File: config.mk
export PLATFORM = sky130hd
export DESIGN_NAME = spram_access_ctrl
export DESIGN_NICKNAME = d
export VERILOG_FILES = /design/src/rtl/spram_rsp_fifo.sv /design/src/rtl/spram_access_ctrl.sv
export SDC_FILE = /design/constraint.sdc
export NUM_CORES = 1
export LEC_CHECK = 0
export ABC_AREA = 1
export CORE_MARGIN = 2
export CORE_UTILIZATION = 38
export CTS_BUF_LIST = sky130_fd_sc_hd__clkbuf_2 sky130_fd_sc_hd__clkbuf_4 sky130_fd_sc_hd__clkbuf_8
export DETAILED_ROUTE_END_ITERATION = 16
export PLACE_DENSITY_LB_ADDON = 0.08
export SLEW_MARGIN = 20
export SYNTH_ARGS = -nofsm -noshare
export SYNTH_HDL_FRONTEND = slang
export SYNTH_SLANG_ARGS = --single-unit
File: constraint.sdc
create_clock -name clk -period 5 [get_ports clk]
set_input_delay 1.5 -clock clk [delete_from_list [all_inputs] [get_ports clk]]
set_output_delay 1.5 -clock clk [all_outputs]
set_load 0.1 [all_outputs]
File: src/rtl/spram_rsp_fifo.sv
// Two-entry response FIFO between the RAM read port and the response stream.
// Latency: a push is visible on out_valid the cycle after it is written.
// Backpressure: holds out_data stable while out_valid && !out_ready; the caller's credit check prevents overflow.
module spram_rsp_fifo #(
    parameter int DATA_WIDTH = 8
) (
    input  logic                  clk,
    input  logic                  rst_n,
    input  logic                  push,
    input  logic [DATA_WIDTH-1:0] push_data,
    output logic                  out_valid,
    input  logic                  out_ready,
    output logic [DATA_WIDTH-1:0] out_data,
    output logic [1:0]            count
);

    logic [DATA_WIDTH-1:0] mem [2];
    logic                  wr_ptr;
    logic                  rd_ptr;
    logic                  pop;

    assign out_valid = (count != 2'd0);
    assign out_data  = mem[rd_ptr];
    assign pop       = out_valid && out_ready;

    always_ff @(posedge clk or negedge rst_n) begin
        if (!rst_n) begin
            wr_ptr <= 1'b0;
            rd_ptr <= 1'b0;
            count  <= 2'd0;
        end else begin
            if (push) wr_ptr <= ~wr_ptr;
            if (pop)  rd_ptr <= ~rd_ptr;
            count <= count + {1'b0, push} - {1'b0, pop};
        end
    end

    // Storage needs no reset: contents are only observable once count says so.
    always_ff @(posedge clk) begin
        if (push) mem[wr_ptr] <= push_data;
    end

    assert property (@(posedge clk) disable iff (!rst_n) push |-> (count != 2'd2));

endmodule

File: src/rtl/spram_access_ctrl.sv
// Arbitrates a write and a read command stream onto one single-port RAM port.
// Latency: read granted in cycle N returns rsp_valid in N+2 at the earliest.
// Backpressure: at most 2 reads outstanding (FIFO + in flight); writes proceed regardless.
module spram_access_ctrl #(
    parameter int DATA_WIDTH = 8,
    parameter int RAM_DEPTH  = 1024,
    parameter int ADDR_WIDTH = $clog2(RAM_DEPTH)
) (
    input  logic                  clk,
    input  logic                  rst_n,
    input  logic                  wr_valid,
    output logic                  wr_ready,
    input  logic [ADDR_WIDTH-1:0] wr_addr,
    input  logic [DATA_WIDTH-1:0] wr_data,
    input  logic                  rd_valid,
    output logic                  rd_ready,
    input  logic [ADDR_WIDTH-1:0] rd_addr,
    output logic                  rsp_valid,
    input  logic                  rsp_ready,
    output logic [DATA_WIDTH-1:0] rsp_data,
    output logic                  ram_we,
    output logic [ADDR_WIDTH-1:0] ram_addr,
    output logic [DATA_WIDTH-1:0] ram_din,
    input  logic [DATA_WIDTH-1:0] ram_dout
);

    localparam logic GRANT_WR = 1'b0;
    localparam logic GRANT_RD = 1'b1;

    logic       last_grant;
    logic       inflight;
    logic [1:0] occ;
    logic       rsp_pop;
    logic [2:0] credit_used;
    logic       rd_eligible;
    logic       wr_gnt;
    logic       rd_gnt;

    // Counting the same-cycle pop lets a full-rate read stream run with rsp_ready high.
    assign rsp_pop     = rsp_valid && rsp_ready;
    assign credit_used = {1'b0, occ} + {2'b00, inflight} - {2'b00, rsp_pop};
    assign rd_eligible = rd_valid && (credit_used < 3'd2);

    always_comb begin
        wr_gnt = 1'b0;
        rd_gnt = 1'b0;
        if (rst_n) begin
            if (wr_valid && rd_eligible) begin
                if (last_grant == GRANT_RD) wr_gnt = 1'b1;
                else                        rd_gnt = 1'b1;
            end else begin
                wr_gnt = wr_valid;
                rd_gnt = rd_eligible;
            end
        end
    end

    assign wr_ready = wr_gnt;
    assign rd_ready = rd_gnt;
    assign ram_we   = wr_gnt;
    assign ram_addr = wr_gnt ? wr_addr : rd_addr;
    assign ram_din  = wr_data;

    always_ff @(posedge clk or negedge rst_n) begin
        if (!rst_n) begin
            last_grant <= GRANT_RD;
            inflight   <= 1'b0;
        end else begin
            // ram_dout after a write grant is write-through data and must not be pushed.
            inflight <= rd_gnt;
            if (wr_gnt)      last_grant <= GRANT_WR;
            else if (rd_gnt) last_grant <= GRANT_RD;
        end
    end

    spram_rsp_fifo #(
        .DATA_WIDTH (DATA_WIDTH)
    ) u_rsp_fifo (
        .clk       (clk),
        .rst_n     (rst_n),
        .push      (inflight),
        .push_data (ram_dout),
        .out_valid (rsp_valid),
        .out_ready (rsp_ready),
        .out_data  (rsp_data),
        .count     (occ)
    );

endmodule
# Word level (Yosys, flattened, before mapping)

Memory sizes are Yosys's and may differ from the RTL's.
Index checks and enable logic that the tools add are counted.

Logic and storage cells: 29
Bits in registers: 6
Memories: 1
Output and inout bits: 30
Memory bits (writable): 16
Input bits: 41

Add/sub/neg operators: 4
Reduce and logical (&&, ||, !) cells: 5
$lt $le $gt $ge: 1
Bitwise logic cells: 2
Multiplexer cells: 11

Memory list:

| name           | depth | bits a word | rd ports | clocked after memory_dff | write ports | RTL line             | RTL |
|---|---|---|---|---|---|---|---|
| u_rsp_fifo.mem | 2     | 8           | 1        | 0                        | 1           | spram_rsp_fifo.sv:17 | `logic [DATA_WIDTH-1:0] mem [2];` |

Operators by type and width:

| operator           | number |
|---|---|
| $mux 1             | 10 |
| $mux 10            | 1 |
| $reduce_bool 2->1  | 2 |
| $add 2x1->3        | 1 |
| $logic_and 1x1->1  | 3 |
| $lt 3x2->1 const B | 1 |
| $sub 3x1->3        | 1 |
| $add 2x1->2        | 1 |
| $not 1->1          | 2 |
| $sub 2x1->2        | 1 |

# Logic depth before layout (Yosys ltp)

Gate-level depths: netlist (run 1).

Depth in word-level cells: 10
Mapped depth: 15
Gate-level depth less buffers: 14

# Modules after synthesis

Synthesis (run 1) repeated with hierarchy kept, for this count alone.

Cell total of the unflattened synthesis: 138
Area, all modules: 1218.7 um2

Modules (own cells, without submodules):

| module            | times used | area each (um2) | seq. area each (um2) | cells each |
|---|---|---|---|---|
| spram_rsp_fifo    | 1          | 820.8           | 580.6                | 70 |
| spram_access_ctrl | 1          | 397.9           | 51.3                 | 68 |

# Least setup slack after synthesis (run 1)

Ideal clock, no wire load.

Kind: input -> output
Start: input rsp_ready
End: output rd_ready
Buffers on the path: 0
Cell stages on the path: 9
Required time: 3.500 ns
Arrival: 4.353 ns
Slack: -0.853 ns
Cell sequence: nand2_1 > inv_1 > ha_1 > inv_1 > ha_1 > fa_1 > nor2_4 > nand4_1 > a21oi_1

Word-level cells in the longest chain between the ends: 7

RTL lines:

| element             | RTL line                | RTL |
|---|---|---|
| from (decl)         | spram_access_ctrl.sv:19 | `input logic rsp_ready,` |
| $logic_and 1x1->1 * | spram_access_ctrl.sv:40 | `assign rsp_pop = rsp_valid && rsp_ready;` |
| via rsp_pop         | spram_access_ctrl.sv:33 | `logic rsp_pop;` |
| $sub 3x1->3 *       | spram_access_ctrl.sv:41 | `assign credit_used = {1'b0, occ} + {2'b00, inflight} - {2'b00, rsp_pop};` |
| via credit_used[1]  | spram_access_ctrl.sv:34 | `logic [2:0] credit_used;` |
| $lt 3x2->1 *        | spram_access_ctrl.sv:42 | `assign rd_eligible = rd_valid && (credit_used < 3'd2);` |
| $logic_and 1x1->1 * | spram_access_ctrl.sv:42 |  |
| $logic_and 1x1->1   | spram_access_ctrl.sv:48 | `if (wr_valid && rd_eligible) begin` |
| $mux 1 *            | spram_access_ctrl.sv:48 |  |
| $mux 1 *            | spram_access_ctrl.sv:47 | `if (rst_n) begin` |
| to (decl)           | spram_access_ctrl.sv:16 | `output logic rd_ready,` |

The timed path passes the listed nets; every way through them passes the cells marked *.

# Final worst setup path (run 1)

Start: input rsp_ready
End: output ram_addr[5]

Word-level cells in the longest chain between the ends: 8

RTL lines:

| element            | RTL line                | RTL |
|---|---|---|
| $logic_and 1x1->1  | spram_access_ctrl.sv:40 |  |
| via rsp_pop        | spram_access_ctrl.sv:33 |  |
| $sub 3x1->3        | spram_access_ctrl.sv:41 |  |
| via credit_used[1] | spram_access_ctrl.sv:34 |  |
| $lt 3x2->1         | spram_access_ctrl.sv:42 |  |
| $logic_and 1x1->1  | spram_access_ctrl.sv:42 |  |
| $logic_and 1x1->1  | spram_access_ctrl.sv:48 |  |
| $mux 1             | spram_access_ctrl.sv:48 |  |
| $mux 1             | spram_access_ctrl.sv:47 |  |
| $mux 10            | spram_access_ctrl.sv:61 | `assign ram_addr = wr_gnt ? wr_addr : rd_addr;` |
| to (decl)          | spram_access_ctrl.sv:22 | `output logic [ADDR_WIDTH-1:0] ram_addr,` |

The timed path passes the listed nets, and every way through them passes these cells.

==> results of run 1 <==
-- registers in the layout (all words and copies together), names as in the netlist --
signal             count
inflight               1
u_rsp_fifo.wr_ptr      1
u_rsp_fifo.count       2
u_rsp_fifo.rd_ptr      1
u_rsp_fifo.mem        16
last_grant             1
-- through the flow --
stage | power [mW] | TNS, ns | utilization (%)
4_1_cts | 1.18 | 0 | 66.8
5_1_grt | 1.26 | -0.00425 | 67.9
2_1_floorplan | 0.873 | 0 | -
3_3_place_gp | 1.04 | -3.21 | 61.6
3_5_place_dp | 1.05 | -4.08 | 61.6
6_report | 1.20 | 0 | 67.9
-- layout make-up --
class | instances | area [um^2]
clock buffer | 4 | 36.3
fill | 217 | 955
inverter | 14 | 55.1
multi-input combinational | 74 | 513
sequential | 22 | 632
tap | 33 | 41.3
timing repair buffer | 62 | 746
-- worst max path at each step --
stage,startpoint,end,slack [ns]
after floorplan,rsp_ready,ram_addr[1],0.02
after global placement,rsp_ready,ram_addr[6],-0.27
after detailed placement,rsp_ready,ram_addr[8],-0.34
after CTS,rsp_ready,ram_addr[8],0.0006
after global routing,rsp_ready,ram_addr[1],-0.004
final,rsp_ready,ram_addr[5],0.06
-- cell usage in the layout, fill, tap and decap left out, drive strengths merged --
master         count
dfstp              1
clkdlybuf4s50     40
inv               14
fa                 1
xor2               2
nand2             54
a21oi              1
buf               22
nand3             10
ha                 2
edfxtp            16
clkbuf             4
nor2               2
nand4              2
dfrtp              5
-- report_power, final --
| part | leakage, nW | internal, mW | total [mW] | switching, mW |
|---|---|---|---|---|
| Combinational | 0.633 | 0.259 | 0.840 | 0.581 |
| Sequential | 0.215 | 0.238 | 0.267 | 0.0287 |
| Clock | 0.0210 | 0.0443 | 0.0923 | 0.0480 |
-- cell families after synthesis --
group / Yosys count / synth area share [%]
xor+xnor: 2 / 1.50
simple gates: 67 / 26.5
fa+ha+maj: 3 / 3.87
buf+inv: 27 / 13.4
compound gates: 1 / 0.429
flops: 22 / 54.2
-- routing by layer --
layer	GRT usage (%)	up-vias	share of wire, %
li1	-	483	-
met1	17.5	446	39
met2	27.6	44	53
met3	5.46	0	8.4
met4	2.92	0	0
met5	0	-	0
-- what timing repair did --
action,CTS,global route
pin swaps,15,8
gates resized for setup,17,9
gates cloned,1,0
endpoints found under the setup margin,13,12
buffers inserted,4,1
-- worst reg2reg max path, stage by stage, from the launching register on --
cell and delay, ns:
dfrtp_1 0.42, inv_2 0.12, nand2_1 0.11, nand2_2 0.10
inv_2 0.04, ha_4 0.25, inv_2 0.03, ha_2 0.16
fa_2 0.45, nor2_4 0.15, nand4_4 0.17, nand2_4 0.19
buf_4 0.13, buf_4 0.09, nand2_2 0.04, inv_2 0.04
==> metrics, run 1 <==
syn nets 166; CTS tree done; Hold Path End u_rsp_fifo.wr_ptr$_DFFE_PN0P_; Final nets 221; via count 973; average size of a mapped cell 9.55 um^2; Hold Crit Class reg -> reg; drt drc 0; clk sink count 22; Post-synth EDFFs 16; crit path cell chain buf_2 > nand2_2 > inv_2 > ha_4 > inv_2 > ha_2 > fa_2 > nor2_4 > nand4_4 > nand2_4 > nand2_2 > nand2_2 > buf_12; mean routed wirelength per cell 12.5 um; core area 2980 um^2; Critical Path Source Type input pin; Final ANT Viol Nets 0; Leakage Power 0.870 nW; share of layout cells above drive strength 1 39.2%; hold path startpoint u_rsp_fifo.wr_ptr$_DFFE_PN0P_; vias in the first global route 1010; crit path max fanout 6; Required @ worst endpoint 3.50 ns; CTS buffer count 3; drt initial violations 35; Cell Count Post-Placement 199; Final GP Congestion 0.797; worst flop-to-flop path endpoint last_grant$_DFFE_PN1P_; Post-synth top flop edfxtp_1; R2R setup slack 2.48 ns; Final Max Tran Viols 0; clk_lat worst skew 0.29 ns; GRT Util Overall 15.4%; Peak VDD IR 0.306 mV; Cells after Synth 122; top post-synthesis cells by area edfxtp_1 41%, nand2_1 16%, dfrtp_1 11%; FF+latch count, synth 22; Die ar. 3520 um^2; fmax 202 MHz; PwrDens 593 nW/um^2; post-synthesis cell area 1160 um^2; Synth top cells by count 50 x nand2_1, 16 x edfxtp_1, 10 x nand3_1; Ant. Diodes 0; cts hold-fix bufs 0; row cnt 20; count leader, synth nand2_1; final setup margin 0.0606 ns; Post-Layout Inst Area 2020 um^2; final period utilization 98.8%; WS Path Type in -> out; total grt overflow 0; CP max stage cell fa_2; Synth top area share 41.2%; Setup WS pre-CTS -0.344 ns; Die Y 59.4 um; clk buf depth 2; Max-cap violations 0; Slew headroom 35.3%; Synth Warn # 0; Cell Count, Final, Fillers Out 209; Netlist cell types 21; sequential fraction of the synthesis area 54.2%; largest net degree at the start of global routing 13; area post-placement 1830 um^2; TritonRoute pass-1 iters 4; DRT Wirelength 2.61 mm; Critical Path Stages 13; hold slack final 0.502 ns; Critical R2R Launch u_rsp_fifo.count[1]$_DFF_PN0_; crit path capture type output pin; CTS Root Cell clkbuf_4; FFs w/ async S/R, synth 27.3%; WP buf/inv 4; clock-pin slew on the worst setup and hold paths 0.12 ns; final HPWL from detailed placement 2.02 mm; most used cell, CP nand2_2; CP peak stage delay 0.45 ns; chip width 59.4 um; final hold vios 0; worst slew pin tran 0.968 ns; H-tree lvl count 1; R2R depth 15; initial core utilization 39.1%; hold-critical path depth 1; Tmin final 4.94 ns; Port-buffer cells 54; first-pass GRT wire length 4.17 mm; outcome completed; cell taking the most area after synthesis edfxtp_1; synth-to-layout area growth 73.7%; vias per cell 4.66; Final Skew 0.00724 ns; IO Pins 71; CP delay by family, top adder cells; initial antenna violation count 0; signal arrival time at the worst endpoint 3.44 ns; final-report setup violation count 0
Note: power is estimated with default switching activity, not from simulation.
==> run 2, diff against run 1 <==
CORE_ASPECT_RATIO = 1.75   (was unset)
GPL_ROUTABILITY_DRIVEN = 0   (was unset)
==> run 2 against run 1 <==
Global-route usage grew 1.4 points. Routed wire length grew 3.0%. Fmax grew 0.21%.
==> metrics, run 2 (synthesis gave the netlist of run 1 again) <==
outcome completed; vias in the first global route 1025 (+1.5%); Hold Path End u_rsp_fifo.wr_ptr$_DFFE_PN0P_; Peak VDD IR 0.303 mV (-1.3%); Final ANT Viol Nets 0 (unchanged); total grt overflow 0 (unchanged); Final nets 221 (unchanged); drt initial violations 5 (-86%); Internal Pwr Total 0.551 mW (+1.8%); Critical Path Source Type input pin; synth-to-layout area growth 74.0%; CTS Root Cell clkbuf_8; R2R setup slack 2.46 ns (-0.02 ns); initial antenna violation count 0 (unchanged); Net Sw Frac 54.4% (-0.40 points); Tmin final 4.93 ns (-0.0106 ns); final core occ 69.2% (+1.3 points); CP max stage cell fa_2; vias per cell 4.79 (+3.0%); Clock power frac 8.6% (+0.9 points); Ant. Diodes 0 (unchanged); share of layout cells above drive strength 1 36.4% (-2.8 points); Die ar. 3540 um^2 (+0.51%); WP buf/inv 4 (unchanged); crit path cell chain buf_6 > nand2_4 > inv_2 > ha_4 > inv_2 > ha_4 > fa_2 > nor2_4 > nand4_4 > nand2_4 > nand2_2 > nand2_2 > buf_12; clk sink count 22 (unchanged); GRT Util Overall 16.8% (+1.4 points); Final Skew 0.00134 ns (-0.00590 ns); worst flop-to-flop path endpoint last_grant$_DFFE_PN1P_; fmax 203 MHz (+0.21%); initial core utilization 39.8% (+0.67 points); final period utilization 98.6% (-0.21 points); first-pass GRT wire length 4.41 mm (+5.8%); crit path max fanout 7 (+1); core area 2930 um^2 (-1.7%); IO Pins 71 (unchanged); final setup margin 0.0711 ns (+0.0106 ns); final-report setup violation count 0 (unchanged); mean routed wirelength per cell 13.2 um (+5.6%); Setup TNS 0 ns (unchanged); commonest non-fill, non-tap cells in the layout 40 x clkdlybuf4s50_1, 35 x nand2_1, 16 x edfxtp_1; Leakage Power 0.875 nW (+0.55%); Port-buffer cells 54 (unchanged); Critical Path Stages 13 (unchanged); Required @ worst endpoint 3.50 ns (about the same); RSZ-0062 raised after global routing yes; Setup WS pre-CTS -0.325 ns (+0.0189 ns); NetSw 0.658 mW (+0.13%); H-tree lvl count 1 (unchanged); CTS buffer count 3 (unchanged); drt drc 0 (unchanged); via count 978 (+0.51%); Die Y 77.2 um (+30%); most flop-heavy register u_rsp_fifo.mem; clk buf depth 2 (unchanged); Max-cap violations 0 (unchanged); DRT Wirelength 2.69 mm (+3.0%); max reg flops 16 (unchanged); worst slew pin tran 0.969 ns (+0.000884 ns); TritonRoute pass-1 iters 3 (-1); CP peak stage delay 0.45 ns (about the same); CTS tree done; Hold Crit Class reg -> reg; most common cell after layout, fill and taps aside clkdlybuf4s50_1; WS Path Type in -> out; Critical R2R Launch u_rsp_fifo.count[1]$_DFF_PN0_; Final Max Tran Viols 0 (unchanged); row cnt 26 (+30%); largest net degree at the start of global routing 13 (unchanged); CP delay by family, top adder cells; crit path capture type output pin; Slew headroom 35.2% (-0.059 points); signal arrival time at the worst endpoint 3.43 ns (about the same); hold-critical path depth 1 (unchanged); clk_lat worst skew 0.25 ns (-0.04 ns); Comb pwr share 69.3% (-0.8 points); chip width 45.9 um (-23%); clock-pin slew on the worst setup and hold paths 0.07 ns (-0.05 ns); sequential power share 22.1% (about the same); biggest regs u_rsp_fifo.mem (16), u_rsp_fifo.count (2); Power, Total 1.21 mW (+0.86%); hold path startpoint u_rsp_fifo.wr_ptr$_DFFE_PN0P_; PwrDens 597 nW/um^2 (+0.68%); final hold vios 0 (unchanged); R2R depth 15 (unchanged); final HPWL from detailed placement 2.19 mm (+8.5%)
-- run 2: worst max path at each step --
stage                     startpoint          end
after floorplan            rsp_ready  ram_addr[1]
after global placement     rsp_ready  ram_addr[9]
after detailed placement   rsp_ready  ram_addr[4]
after CTS                  rsp_ready  ram_addr[0]
after global routing       rsp_ready  ram_addr[0]
final                      rsp_ready  ram_addr[8]
-- run 2: per-layer routing --
metal	share of wire [%]	global-route usage, %	wire (um)	vias to the layer above
met5	0	0	0	-
met4	0.60	4.29	16	0
met3	4.8	3.06	130	2
met2	64	33.8	1720	33
met1	31	15.1	822	460
li1	-	-	-	483
-- run 2: cell type report --
class | instances | area, um^2
Fill cell | 219 | 901
Timing Repair Buffer | 62 | 752
Sequential cell | 22 | 632
Multi-Input combinational cell | 74 | 508
Inverter | 14 | 55.1
Clock buffer | 3 | 41.3
Tap cell | 28 | 35.0
Clock inverter | 1 | 3.75
-- run 2: power by group through the flow --
stage	Combinational, mW	Sequential [mW]	Clock, mW
after CTS	0.833	0.269	0.107
after detailed placement	0.781	0.271	0
after floorplan	0.616	0.256	0
after global routing	0.880	0.272	0.114
final	0.838	0.268	0.104
after global placement	0.773	0.270	0
-- run 2: metrics by stage --
step           hold slack (ns)  instance area, um^2  std cells
2_1_floorplan            0.463                 1210        122
3_3_place_gp             0.477                 1840        196
3_5_place_dp             0.482                 1840        196
4_1_cts                  0.496                 2010        204
5_1_grt                  0.516                 2030        204
6_report                 0.490                 2030        204
-- run 2: timing repair --
| item | CTS | global route |
|---|---|---|
| setup buffers | 3 | 0 |
| resized for setup | 21 | 4 |
| gates cloned | 1 | 0 |
| pin swaps | 11 | 7 |
| hold buffers | 0 | 0 |
| setup endpoints to repair | 13 | 13 |
==> run 3, diff against run 2 <==
CORE_UTILIZATION = 39   (was 38)
SYNTH_HIERARCHICAL = 1   (was unset)
==> run 3 against run 2 <==
Synthesized cell count up 13%. Highest routed layer unchanged. Clock skew up 0.00083 ns. Largest cell class unchanged. Fmax up 1.5%. Critical path type unchanged. Area after synthesis up 4.6%. Clock power about the same. Combinational power down 2%. Hold slack better by 0.015 ns. Non-clock buffer count down 3.
==> metrics, run 3 <==
TritonRoute pass-1 iters 4 (+1); Peak VDD IR 0.298 mV (-1.5%); max reg flops 16 (unchanged); clock-pin slew on the worst setup and hold paths 0.07 ns (about the same); via count 1021 (+4.4%); hold path startpoint u_rsp_fifo/wr_ptr$_DFFE_PN0P_; syn nets 183 (+10%); final core occ 67.3% (-1.9 points); Netlist cell types 21 (unchanged); initial core utilization 41.2% (+1.4 points); Tmin final 4.86 ns (-0.0725 ns); Power, Total 1.21 mW (-0.34%); chip width 46.3 um (+0.87%); flip-flop and latch area 632 um^2 (unchanged); signal arrival time at the worst endpoint 3.36 ns (-0.07 ns); CTS tree done; initial antenna violation count 0 (unchanged); cts hold-fix bufs 0 (unchanged); Post-synth top flop edfxtp_1; H-tree lvl count 1 (unchanged); FFs w/ async S/R, synth 27.3% (unchanged); post-synthesis cell area 1220 um^2 (+4.6%); final period utilization 97.1% (-1.4 points); largest net degree at the start of global routing 13 (unchanged); PwrDens 605 nW/um^2 (+1.4%); CTS Root Cell clkbuf_8; Cell Count Post-Placement 225 (+15%); Synth Warn # 6 (+6); DRT Wirelength 2.62 mm (-2.6%); most common cell after layout, fill and taps aside nand2_1; CTS buffer count 3 (unchanged); Fillers 242 (+11%); hold-critical path depth 1 (unchanged); Die ar. 3610 um^2 (+1.8%); CP startpoint rsp_ready; WS Path Type in -> out; clk_lat worst skew 0.25 ns (about the same); Final Max Tran Viols 0 (unchanged); Cell Count, Final, Fillers Out 231 (+13%); drt initial violations 13 (+8); Final ANT Viol Nets 0 (unchanged); biggest regs u_rsp_fifo/mem (16), u_rsp_fifo/count (2); crit path max fanout 6 (-1); average size of a mapped cell 8.83 um^2 (-7.5%); IO Pins 71 (unchanged); vias per cell 4.42 (-7.8%); Synth top cells by count 61 x nand2_1, 16 x edfxtp_1, 16 x inv_1; clk buf depth 2 (unchanged); drt drc 0 (unchanged); Max-cap violations 0 (unchanged); Cells after Synth 138 (+13%); synth-to-layout area growth 63.4%; final setup margin 0.144 ns (+0.0725 ns); fmax 206 MHz (+1.5%); FF+latch count, synth 22 (unchanged); R2R depth 15 (unchanged); RSZ-0062 raised after global routing no; worst flop-to-flop path endpoint last_grant$_DFFE_PN1P_; Port-buffer cells 54 (unchanged); final HPWL from detailed placement 2.14 mm (-2.5%); Slew headroom 35.4% (+0.19 points); crit path capture type output pin; mean routed wirelength per cell 11.3 um (-14%); total grt overflow 0 (unchanged); Post-synth EDFFs 16 (unchanged); GRT Util Overall 15.5% (-1.3 points); count leader, synth nand2_1; most flop-heavy register u_rsp_fifo/mem; Required @ worst endpoint 3.50 ns (about the same); share of layout cells above drive strength 1 21.7% (-15 points); R2R setup slack 2.89 ns (+0.43 ns); Ant. Diodes 0 (unchanged); Setup WS pre-CTS -0.240 ns (+0.0853 ns); hold slack final 0.505 ns (+0.0149 ns); Post-Layout Inst Area 1990 um^2 (-1.7%); Leakage Power 0.903 nW (+3.3%); top post-synthesis cells by area edfxtp_1 39%, nand2_1 19%, dfrtp_1 10%; commonest non-fill, non-tap cells in the layout 56 x nand2_1, 40 x clkdlybuf4s50_1, 16 x edfxtp_1; Die Y 78.0 um (+0.91%); Setup TNS 0 ns (unchanged); Synth top area share 39.4% (-1.8 points); Hold Path End u_rsp_fifo/wr_ptr$_DFFE_PN0P_; outcome completed; Hold Crit Class reg -> reg; cell taking the most area after synthesis edfxtp_1; Final nets 235 (+6.3%); Critical Path Source Type input pin; final hold vios 0 (unchanged); Critical R2R Launch u_rsp_fifo/count[1]$_DFF_PN0_; vias in the first global route 1018 (-0.68%); row cnt 26 (unchanged); final-report setup violation count 0 (unchanged); core area 2960 um^2 (+1.1%); first-pass GRT wire length 4.12 mm (-6.6%); Final Skew 0.00216 ns (+0.000826 ns); area post-placement 1900 um^2 (+2.9%); worst slew pin tran 0.966 ns (-0.00281 ns); multi-input logic area 464 um^2 (-8.6%); clk sink count 22 (unchanged); sequential fraction of the synthesis area 51.8% (-2.4 points)
## run 3: per-layer routing
| metal | track usage, % | wire, um | vias to the layer above |
|---|---|---|---|
| met5 | 0 | 0 | - |
| met4 | 6.00 | 19 | 0 |
| met3 | 4.65 | 203 | 2 |
| met2 | 29.0 | 1520 | 36 |
| met1 | 14.1 | 879 | 461 |
| li1 | - | - | 522 |
## run 3: worst max-delay path, stage by stage
cell and delay (ns):
clkdlybuf4s15_1 0.21, nand2_4 0.07, inv_2 0.04, ha_4 0.20
inv_2 0.04, nand2_1 0.05, fa_1 0.48, nand2_1 0.06
inv_2 0.07, nand4_4 0.13, nand2_4 0.16, nand2_1 0.06
nand2_1 0.10, buf_12 0.18
## run 3: cell type report
type / instances / area share (%)
well taps: 42 / 2.64
clock inverters: 1 / 0.188
flip-flops and latches: 22 / 31.7
clock buffers: 3 / 2.07
repair buffers: 59 / 35.9
multi-input cells: 85 / 23.3
inverters: 19 / 4.15
## run 3: worst max-delay path by stage
stage,slack [ns],end,cells after the start
after CTS,0.05,ram_addr[1],14
after detailed placement,-0.24,wr_ready,13
after global routing,0.01,ram_addr[3],14
final,0.14,ram_addr[5],14
after global placement,-0.21,ram_addr[1],14
after floorplan,-0.03,wr_ready,13
## run 3: cells by family after synthesis
family | after synthesis | share of synthesized area, %
simple gates | 78 | 27.4
buf+inv | 32 | 14.9
flops | 22 | 51.8
fa+ha+maj | 4 | 4.72
compound gates | 1 | 0.410
xor+xnor | 1 | 0.719
## run 3: report_power, final
part | internal, mW | total [mW] | leakage (nW) | switching (mW)
Clock | 0.0546 | 0.106 | 0.0231 | 0.0513
Sequential | 0.238 | 0.276 | 0.217 | 0.0385
Combinational | 0.246 | 0.823 | 0.664 | 0.577
## run 3: what timing repair did
action                     in CTS  in global routing
buffers inserted                0                  0
cloned                          1                  1
resized for setup               5                  8
setup endpoints to repair      13                 12
pin swaps                       0                  3
